==> config.mk <==
export PLATFORM = sky130hd
export DESIGN_NAME = echo_range_meter
export DESIGN_NICKNAME = d
export VERILOG_FILES = /design/src/rtl/range_pkg.sv /design/src/rtl/echo_sync.sv /design/src/rtl/echo_range_meter.sv
export SDC_FILE = /design/constraint.sdc
export NUM_CORES = 1
export LEC_CHECK = 0
export ABC_AREA = 1
export CORE_ASPECT_RATIO = 2
export CORE_MARGIN = 2
export CORE_UTILIZATION = 55
export CTS_CLUSTER_SIZE = 40
export DETAILED_ROUTE_END_ITERATION = 6
export PLACE_DENSITY_LB_ADDON = 0.12
export SYNTH_ARGS = -nofsm -noshare
export SYNTH_HDL_FRONTEND = slang
export SYNTH_SLANG_ARGS = --single-unit
==> constraint.sdc <==
create_clock -name i_clk -period 1.63 [get_ports i_clk]
set_input_delay 0.326 -clock i_clk [delete_from_list [all_inputs] [get_ports i_clk]]
set_output_delay 0.326 -clock i_clk [all_outputs]
set_load 0.05 [all_outputs]
==> src/rtl/range_pkg.sv <==
// Shared definitions for the echo range meter.
//
// Contents:
//   state_t    - measurement FSM states
//   RANGE_W    - width of a range value in centimetres
//   MAX_RANGE  - saturated / "no measurement" range value
//   AVG_DEPTH  - number of samples in the averaging history (RANGE_AVG_EN builds)
//   AVG_SHIFT  - log2(AVG_DEPTH), turns the history sum into a mean
//   SUM_W      - width of the history sum
package range_pkg;

    typedef enum logic [2:0] {
        ST_IDLE,
        ST_TRIG,
        ST_WAIT_RISE,
        ST_MEASURE,
        ST_HOLDOFF
    } state_t;

    localparam int RANGE_W = 10;
    localparam logic [RANGE_W-1:0] MAX_RANGE = 10'h3FF;

    localparam int AVG_DEPTH = 4;
    localparam int AVG_SHIFT = $clog2(AVG_DEPTH);
    localparam int SUM_W     = RANGE_W + AVG_SHIFT;

endpackage

==> src/rtl/echo_sync.sv <==
// Two-flop synchronizer for the asynchronous sensor echo, followed by an
// edge detector that works on the synchronized level only.
//
// Ports:
//   i_clk   - clock, rising edge
//   i_rst_n - asynchronous active-low reset, clears all flops
//   i_echo  - raw asynchronous echo from the sensor
//   level   - synchronized echo level
//   rise    - one-cycle pulse on a synchronized 0->1 transition
//   fall    - one-cycle pulse on a synchronized 1->0 transition
module echo_sync (
    input  logic i_clk,
    input  logic i_rst_n,
    input  logic i_echo,
    output logic level,
    output logic rise,
    output logic fall
);

    logic meta;
    logic sync;
    logic prev;

    // meta/sync form the synchronizer; prev is the previous synchronized
    // level used only for edge detection.
    always_ff @(posedge i_clk or negedge i_rst_n) begin
        if (!i_rst_n) begin
            meta <= 1'b0;
            sync <= 1'b0;
            prev <= 1'b0;
        end else begin
            meta <= i_echo;
            sync <= meta;
            prev <= sync;
        end
    end

    assign level = sync;
    assign rise  = sync & ~prev;
    assign fall  = ~sync & prev;

endmodule

==> src/rtl/echo_range_meter.sv <==
// Ultrasonic echo range meter. Periodically fires a trigger pulse, times the
// high period of the returned echo and converts it to centimetres.
//
// Build option: define RANGE_AVG_EN to report the mean of the last AVG_DEPTH
// raw samples instead of the raw sample itself.
//
// Ports:
//   i_clk     - clock, all logic on the rising edge
//   i_rst_n   - asynchronous active-low reset
//   i_echo    - asynchronous sensor echo
//   o_trig    - sensor trigger pulse, TRIG_CYCLES wide
//   o_range   - distance in cm (MAX_RANGE after reset or on echo timeout)
//   o_valid   - one-cycle strobe when o_range updates
//   o_timeout - one-cycle strobe when a wait or a measurement times out
module echo_range_meter
    import range_pkg::*;
#(
    parameter int TRIG_CYCLES    = 500,
    parameter int CYCLES_PER_CM  = 2900,
    parameter int TIMEOUT_CYCLES = 2_000_000,
    parameter int PERIOD_CYCLES  = 3_000_000
) (
    input  logic               i_clk,
    input  logic               i_rst_n,
    input  logic               i_echo,
    output logic               o_trig,
    output logic [RANGE_W-1:0] o_range,
    output logic               o_valid,
    output logic               o_timeout
);

    localparam int PHASE_MAX = (TIMEOUT_CYCLES > TRIG_CYCLES) ? TIMEOUT_CYCLES : TRIG_CYCLES;
    localparam int PHASE_W   = $clog2(PHASE_MAX + 1);
    localparam int PERIOD_W  = $clog2(PERIOD_CYCLES + 1);
    localparam int PRE_W     = $clog2(CYCLES_PER_CM + 1);

    localparam logic [PHASE_W-1:0]  TRIG_LAST   = PHASE_W'(TRIG_CYCLES - 1);
    localparam logic [PHASE_W-1:0]  TMO_LAST    = PHASE_W'(TIMEOUT_CYCLES - 1);
    localparam logic [PERIOD_W-1:0] PERIOD_LAST = PERIOD_W'(PERIOD_CYCLES - 1);
    localparam logic [PRE_W-1:0]    PRE_LAST    = PRE_W'(CYCLES_PER_CM - 1);

    // The cycle that detects the rise already saw echo high, so it is counted
    // as the first high clock when the prescaler is loaded.
    localparam logic [PRE_W-1:0]   PRE_ENTRY = (CYCLES_PER_CM == 1) ? '0 : PRE_W'(1);
    localparam logic [RANGE_W-1:0] CM_ENTRY  = (CYCLES_PER_CM == 1) ? RANGE_W'(1) : '0;

    state_t state;
    state_t next_state;

    logic [PHASE_W-1:0]  phase_cnt;
    logic [PERIOD_W-1:0] period_cnt;
    logic [PRE_W-1:0]    pre_cnt;
    logic [RANGE_W-1:0]  cm_cnt;

    logic echo_level;
    logic echo_rise;
    logic echo_fall;

    logic wait_tmo;
    logic meas_done;
    logic meas_tmo;
    logic sample_en;
    logic [RANGE_W-1:0] raw_sample;
    logic [RANGE_W-1:0] range_next;

    echo_sync u_echo_sync (
        .i_clk   (i_clk),
        .i_rst_n (i_rst_n),
        .i_echo  (i_echo),
        .level   (echo_level),
        .rise    (echo_rise),
        .fall    (echo_fall)
    );

    always_ff @(posedge i_clk or negedge i_rst_n) begin
        if (!i_rst_n) begin
            state <= ST_IDLE;
        end else begin
            state <= next_state;
        end
    end

    // A falling edge beats a timeout that lands in the same cycle.
    always_comb begin
        next_state = state;
        case (state)
            ST_IDLE:      next_state = ST_TRIG;
            ST_TRIG:      if (phase_cnt == TRIG_LAST) next_state = ST_WAIT_RISE;
            ST_WAIT_RISE: begin
                if (echo_rise)                  next_state = ST_MEASURE;
                else if (phase_cnt == TMO_LAST) next_state = ST_HOLDOFF;
            end
            ST_MEASURE: begin
                if (echo_fall)                  next_state = ST_HOLDOFF;
                else if (phase_cnt == TMO_LAST) next_state = ST_HOLDOFF;
            end
            ST_HOLDOFF:   if (period_cnt == PERIOD_LAST) next_state = ST_TRIG;
            default:      next_state = ST_IDLE;
        endcase
    end

    always_comb begin
        o_trig    = (state == ST_TRIG);
        wait_tmo  = 1'b0;
        meas_done = 1'b0;
        meas_tmo  = 1'b0;
        case (state)
            ST_WAIT_RISE: wait_tmo = !echo_rise && (phase_cnt == TMO_LAST);
            ST_MEASURE: begin
                meas_done = echo_fall;
                meas_tmo  = !echo_fall && (phase_cnt == TMO_LAST);
            end
            default: ;
        endcase
    end

    // phase_cnt times the current state from 0; period_cnt runs from the first
    // trigger cycle and parks at its last value so a long measurement cannot
    // wrap it past the holdoff compare.
    always_ff @(posedge i_clk or negedge i_rst_n) begin
        if (!i_rst_n) begin
            phase_cnt  <= '0;
            period_cnt <= '0;
        end else begin
            phase_cnt <= (next_state != state) ? '0 : phase_cnt + 1'b1;
            if (next_state == ST_TRIG && state != ST_TRIG) begin
                period_cnt <= '0;
            end else if (period_cnt != PERIOD_LAST) begin
                period_cnt <= period_cnt + 1'b1;
            end
        end
    end

    // Prescaler divides echo-high clocks into whole centimetres; the
    // remainder is simply dropped when the measurement ends.
    always_ff @(posedge i_clk or negedge i_rst_n) begin
        if (!i_rst_n) begin
            pre_cnt <= '0;
            cm_cnt  <= '0;
        end else if (state == ST_WAIT_RISE && echo_rise) begin
            pre_cnt <= PRE_ENTRY;
            cm_cnt  <= CM_ENTRY;
        end else if (state == ST_MEASURE && echo_level) begin
            if (pre_cnt == PRE_LAST) begin
                pre_cnt <= '0;
                if (cm_cnt != MAX_RANGE) cm_cnt <= cm_cnt + 1'b1;
            end else begin
                pre_cnt <= pre_cnt + 1'b1;
            end
        end
    end

    assign sample_en  = meas_done | meas_tmo;
    assign raw_sample = meas_done ? cm_cnt : MAX_RANGE;

`ifdef RANGE_AVG_EN
    logic [RANGE_W-1:0] hist [AVG_DEPTH];
    logic [SUM_W-1:0]   hist_sum;

    // Sum of the history as it will look after this sample shifts in:
    // everything currently held, minus the oldest entry, plus the new sample.
    always_comb begin
        hist_sum = SUM_W'(raw_sample);
        for (int i = 0; i < AVG_DEPTH; i++) begin
            hist_sum = hist_sum + SUM_W'(hist[i]);
        end
        hist_sum = hist_sum - SUM_W'(hist[AVG_DEPTH-1]);
    end

    always_ff @(posedge i_clk or negedge i_rst_n) begin
        if (!i_rst_n) begin
            for (int i = 0; i < AVG_DEPTH; i++) hist[i] <= MAX_RANGE;
        end else if (sample_en) begin
            hist[0] <= raw_sample;
            for (int i = 1; i < AVG_DEPTH; i++) hist[i] <= hist[i-1];
        end
    end

    assign range_next = hist_sum[SUM_W-1:AVG_SHIFT];
`else
    assign range_next = raw_sample;
`endif

    // Result and strobes are registered together so o_valid always coincides
    // with the new o_range value.
    always_ff @(posedge i_clk or negedge i_rst_n) begin
        if (!i_rst_n) begin
            o_range   <= MAX_RANGE;
            o_valid   <= 1'b0;
            o_timeout <= 1'b0;
        end else begin
            o_valid   <= sample_en;
            o_timeout <= wait_tmo | meas_tmo;
            if (sample_en) o_range <= range_next;
        end
    end

endmodule

; ---- Yosys cells after proc, flatten, opt, wreduce, memory -nomap -nowiden
; Index checks and enable logic that the tools add are counted.
[classes]
reduce_logical = 13
eq_ne = 13
muxes = 20
n_addsub = 4
n_bitwise = 6
[ops]
columns = op, n
row1 = two-way mux 10 bit, 5
row2 = two-way mux 22 bit, 2
row3 = two-way mux 12 bit, 3
row4 = adder 22 x 1 -> 22 bit (second input constant), 1
row5 = == test 22 bit (second input constant), 1
row6 = != test 22 bit (second input constant), 1
row7 = adder 21 x 1 -> 21 bit (second input constant), 1
row8 = == test 21 bit (second input constant), 1
row9 = == test 21 x 9 -> 1 bit (second input constant), 1
row10 = two-way mux 21 bit, 1
row11 = two-way mux 3 bit, 5
row12 = one-hot mux 3 bit (5 select lines), 1
row13 = adder 12 x 1 -> 12 bit (second input constant), 1
row14 = == test 12 bit (second input constant), 1
row15 = adder 10 x 1 -> 10 bit (second input constant), 1
row16 = != test 10 bit (second input constant), 1
row17 = nonzero test 2 bit, 4
row18 = == test 3 x 1 -> 1 bit (second input constant), 2
row19 = == test 3 x 2 -> 1 bit (second input constant), 2
row20 = logical AND 1 bit, 5
row21 = == test 3 bit (second input constant), 1
row22 = logical NOT 3 bit, 1
row23 = two-way mux 1 bit, 3
row24 = != test 3 x 1 -> 1 bit (second input constant), 1
row25 = other kinds (6), 10
[word_totals]
word_cells = 67
output_inout_bits = 13
input_bits = 3
register_bits = 83

; ---- Depth between registers and ports, before layout
; Gate-level depths: netlist (run 1).
[logic_depth]
ltp_word = 7
ltp_mapped = 13
ltp_nobuf = 12

; ---- Cells and area by module
; From an unflattened synthesis (run 1), not the netlist that was laid out.
[unflattened]
hier_cells = 556
area_unflattened_um2 = 4581.9
[by_module_without_submodules]
columns = mod, area_per_inst_um2, n_inst, seq_area_each_um2, cells_each
row1 = echo_range_meter, 4491.8, 1, 2014.4, 549
row2 = echo_sync, 90.1, 1, 75.1, 7

; ---- Worst setup path after synthesis (run 1)
; Ideal clock, no wire load.
[synth_timing]
path_type = reg-to-reg
from = register state[1]
to = register phase_cnt[5]
path_buffers = 1
synth_period_minus_slack_ns = 2.023
slack_ns = -0.393
stages_incl_launch_ff = 10
arrival_ns = 1.900
required_ns = 1.508
setup_ns = 0.122
cell_sequence = dfrtp_1 nor3_2 inv_1 nor2_1 nor2_2 nand3_1 nand2_1 nand2_2 buf_6 nor2_2
[synth_between]
elab_cells_between_ends = 13
classes_between = eq/ne: 5 / mux: 7 / reduce/logical: 1
[synth_lines]
columns = item, line
row1 = from (decl), echo_range_meter.sv:47  ; state_t state;
row2 = from (signal assigned), echo_range_meter.sv:79  ; state <= next_state;
row3 = == test 3 x 1 -> 1 bit, -
row4 = named net o_trig, echo_range_meter.sv:26  ; output logic o_trig,
row5 = one-hot mux 3 bit (5 select lines), echo_range_meter.sv:86  ; case (state)
row6 = != test 3 bit, echo_range_meter.sv:125  ; phase_cnt <= (next_state != state) ? '0 : phase_cnt + 1'b1;
row7 = two-way mux 21 bit, echo_range_meter.sv:125
row8 = to (signal assigned), echo_range_meter.sv:125
row9 = to (decl), echo_range_meter.sv:50  ; logic [PHASE_W-1:0] phase_cnt;
; The timed path passes the listed nets, and every way through them passes these cells.
; A chain may end at the register's enable or synchronous reset.

; ---- Worst setup path in the final report (run 1)
[layout_timing]
from = register phase_cnt[1]
to = register phase_cnt[3]
[layout_between]
elab_chain_len = 6
elab_cells_between_ends = 10
classes_between = add/sub: 1 / eq/ne: 3 / mux: 6
[layout_rtl]
columns = item, line
row1 = == test 21 bit, "echo_range_meter.sv:91, echo_range_meter.sv:95"
row2 = two-way mux 3 bit, "echo_range_meter.sv:91, echo_range_meter.sv:95"
row3 = two-way mux 3 bit (on tied branches), "echo_range_meter.sv:94, echo_range_meter.sv:90"
row4 = one-hot mux 3 bit (5 select lines), echo_range_meter.sv:86
row5 = != test 3 bit, echo_range_meter.sv:125
row6 = two-way mux 21 bit (*), echo_range_meter.sv:125
; Mark *: on every way between the ends. The rest lies on a longest branch, timed or not.

==> impl_metrics.env, run 1 <==
export IMPL_clk_latency_ns=0.35
export IMPL_nFillCells=451
export IMPL_timing_final_crit_share_pct=111.7
export IMPL_skew_ns=0.004358
export IMPL_numCtsBuffers=9
export IMPL_power_switching_mw=0.9228
export IMPL_nets=684
export IMPL_grtUsageMet3_pct=5.952
export IMPL_clock_tree_root_cell="clkbuf_16"
export IMPL_p_clk_share_pct=51.2
export IMPL_dpl_worst_slack_ns=-0.2106
export IMPL_crit_family="simple AND/OR/NAND/NOR gates"
export IMPL_htree_levels=3
export IMPL_slowest_delay_ns=0.40
export IMPL_grt_max_degree=84
export IMPL_drive_above_1_share_pct=40.62
export IMPL_powerDensity_mw_per_mm2=654.6
export IMPL_drc=0
export IMPL_gp_congestion=0.9298
export IMPL_avgSynthCellArea_um2=8.193
export IMPL_synth_cell_types=40
export IMPL_fp_row_count=47
export IMPL_synthMuxAreaShare_pct=0
export IMPL_antenna_found_initial=0
export IMPL_die_area_mm2=0.009102
export IMPL_endpoint_kind="flip-flop"
export IMPL_max_cap_violations=0
export IMPL_cp_required_ns=1.91
export IMPL_crit_chain="ha_4 -> nand3_4 -> nor2_4 -> nand3_2 -> nand2_2 -> nand2_4 -> nor2_4 -> nand3_2 -> nand2_4 -> nand2_8 -> clkbuf_16 -> nor2_4"
export IMPL_drv_slew=0
export IMPL_synthXorXnorAreaFrac_pct=7.471
export IMPL_start_util_pct=55.93
export IMPL_max_freq_mhz=549.1
export IMPL_power_mw=4.347
export IMPL_crit_fanout=5
export IMPL_path_class="flip-flop to flip-flop"
export IMPL_place_hpwl_mm=8.045
export IMPL_synth_flop_cell="dfrtp_1"
export IMPL_cts_tree="yes"
export IMPL_yosys_warnings=0
export IMPL_pin_count=16
export IMPL_whs_ns=0.004656
export IMPL_synth_compound_area_share_pct=6.979
export IMPL_grt_first_pass_wirelength_mm=19.62
export IMPL_use_met1_pct=32.48
export IMPL_setup_viol=50
export IMPL_p_sw_share_pct=21.23
export IMPL_ys_ff_latch=83
export IMPL_setup_ws_ns=-0.1912
export IMPL_critPathBufInv=1
export IMPL_violations="setup timing"
export IMPL_min_path_type="input port to async pin"
export IMPL_diodes=0
export IMPL_drt_pass1_iter_count=6
export IMPL_syn_inst=558
export IMPL_grt_overflow=0
export IMPL_wl_per_cell_um=17.74
export IMPL_vias_per_cell=5.709
export IMPL_synth_fa_ha_area_share_pct=1.095
export IMPL_mappedNetlistNets=565
export IMPL_ir_drop_mv=0.6494
export IMPL_routed_wl_mm=13.84
export IMPL_synth_simple_area_share_pct=31.28
export IMPL_start_kind="flip-flop"
export IMPL_coreArea_mm2=0.008174
export IMPL_rsz0062_at_grt="yes"
export IMPL_cp_common_cell="nor2_4"
export IMPL_cts_sinks=83
export IMPL_status="complete, but fails checks"
export IMPL_p_leak_nw=2.987
export IMPL_combPwrFrac_pct=1.3
export IMPL_grt_pass1_vias=4307
export IMPL_grt_use_met2_pct=48.40
export IMPL_clk_pin_slew_ns=0.06
export IMPL_finalHoldViolCount=0
export IMPL_syn2layout_area_growth_pct=45.27
export IMPL_die_width_um=68.47
export IMPL_slew_limit_headroom_pct=67.67
export IMPL_die_y_um=132.9
export IMPL_seq_area_frac_synth_pct=45.70
export IMPL_cts_path_max_buffers=2
export IMPL_grt_usage_pct=28.49
export IMPL_ant_nets=0
export IMPL_busiest_layer="met2"
export IMPL_synth_edff_count=0
export IMPL_port_buffers=15
export IMPL_internal_power_mw=3.424
export IMPL_syn_area_mm2=0.004572
export IMPL_async_flop_share_pct=100.0
export IMPL_fin_crit_ns=1.821
export IMPL_drt_iter0_markers=467
export IMPL_tightest_slew_ns=0.4813
export IMPL_synth_top_family_by_area="simple AND/OR/NAND/NOR gates"
export IMPL_arrival_ns=2.10
export IMPL_cp_slowest_cell="dfrtp_1"
export IMPL_vias=4453
export IMPL_p_seq_share_pct=47.5
-- synth_stat cells (2+ instances only) --
cell type / count / area [µm²]
o21ai_1: 8 / 40.04
buf_2: 3 / 15.01
inv_2: 6 / 22.52
ha_1: 4 / 50.05
xor2_1: 27 / 236.5
nand3_2: 7 / 70.07
nor2_1: 70 / 262.8
nor4_1: 7 / 43.79
nand2_1: 99 / 371.6
nand4_1: 17 / 106.4
a31oi_1: 5 / 31.28
nand3_1: 31 / 155.2
buf_6: 4 / 45.04
dfrtp_1: 73 / 1827
nor2_2: 24 / 150.1
xnor2_1: 12 / 105.1
nor3_1: 20 / 100.1
nor3_2: 4 / 40.04
and2_1: 2 / 12.51
nand2_2: 6 / 37.54
inv_1: 66 / 247.7
dfstp_2: 10 / 262.8
o21ai_0: 20 / 100.1
nor2_4: 3 / 33.78
a21oi_1: 14 / 70.07
o22a_1: 2 / 17.52
-- cell type report --
| cell class | count | area [µm²] | share of cell area, % |
|---|---|---|---|
| multi-input combinational | 395 | 2703 | 40.69 |
| sequential | 83 | 2095 | 31.54 |
| timing repair buffer | 115 | 1117 | 16.82 |
| inverter | 73 | 286.5 | 4.314 |
| clock buffer | 10 | 229.0 | 3.448 |
| tap | 98 | 122.6 | 1.846 |
| clock inverter | 6 | 88.84 | 1.338 |
-- layout by cell type (no fill, tap or decap), drive strengths merged, types with 15 or more instances in the layout --
cell type,instances
o21ai,28
dfrtp,73
buf,113
a21oi,15
inv,73
nor3,25
nand3,38
nor2,97
nand4,17
xor2,27
nand2,106
-- power groups by stage --
stage,Sequential (mW),Clock [mW],Combinational [mW]
finish,2.07,2.22,0.0554
global route,2.07,2.31,0.0655
CTS,2.07,2.22,0.0576
detailed placement,2.10,0,0.0574
global placement,2.10,0,0.0562
floorplan,2.10,0,0.00359
-- cell families (layout without fill, tap and decap cells) --
logic type	count (synthesis)	after routing
AND/OR/NAND/NOR	295	296
flip-flops	83	83
buffers and inverters	81	204
AO/OA/AOI/OAI	56	56
XOR/XNOR	39	39
adder cells (fa/ha/maj)	4	4
-- final timing paths --
check | start | endpoint | slack, ns | cells after the start
worst max-delay path | phase_cnt[1]$_DFF_PN0_ | phase_cnt[3]$_DFF_PN0_ | -0.19 | 12
worst min-delay path | i_rst_n | phase_cnt[7]$_DFF_PN0_ | 0.005 | 2
worst max register to register | phase_cnt[1]$_DFF_PN0_ | phase_cnt[3]$_DFF_PN0_ | -0.19 | 12
worst min register to register | u_echo_sync.meta$_DFF_PN0_ | u_echo_sync.level$_DFF_PN0_ | 0.35 | 0
min in group i_clk | u_echo_sync.meta$_DFF_PN0_ | u_echo_sync.level$_DFF_PN0_ | 0.35 | 0
max in group asynchronous | i_rst_n | o_range[1]$_DFFE_PN1P_ | 1.26 | 2
-- metal layers --
metal  routed length, µm  share of wire [%]
met2                7673                 55
met5                   0                  0
met1                4993                 36
met4                 677                4.9
met3                 494                3.6
-- state kept, by name (all words and copies together) (netlist names) --
register           count
period_cnt            22
phase_cnt             21
pre_cnt               12
cm_cnt                10
o_range               10
state                  3
o_timeout              1
o_valid                1
u_echo_sync.level      1
u_echo_sync.meta       1
u_echo_sync.prev       1
-- repair_timing --
action,in CTS,in global routing
endpoints found under the hold margin,0,0
pin swaps,12,38
gates cloned,2,3
endpoints found under the setup margin,57,75
resized for setup,37,117
hold buffers,0,0
setup buffers,13,16
-- per-stage QoR --
| step | instances | util [%] | area (µm²) | TNS, ns |
|---|---|---|---|---|
| 4_1_cts | 763 | 74.02 | 6051 | -2.584 |
| 5_1_grt | 780 | 81.25 | 6641 | -9.561 |
| 2_1_floorplan | 558 | - | 4599 | -2.299 |
| 3_3_place_gp | 733 | 66.69 | 5451 | -2.546 |
| 6_report | 780 | 81.25 | 6641 | -5.091 |
| 3_5_place_dp | 733 | 66.69 | 5451 | -4.634 |
(Power assumes the default switching activity.)
==> run 2, diff against run 1 <==
ABC_CLOCK_PERIOD_IN_PS = 1630   (was unset)
==> results of run 2 <==
The final DEF is identical to that of run 1; final timing and power are the same.
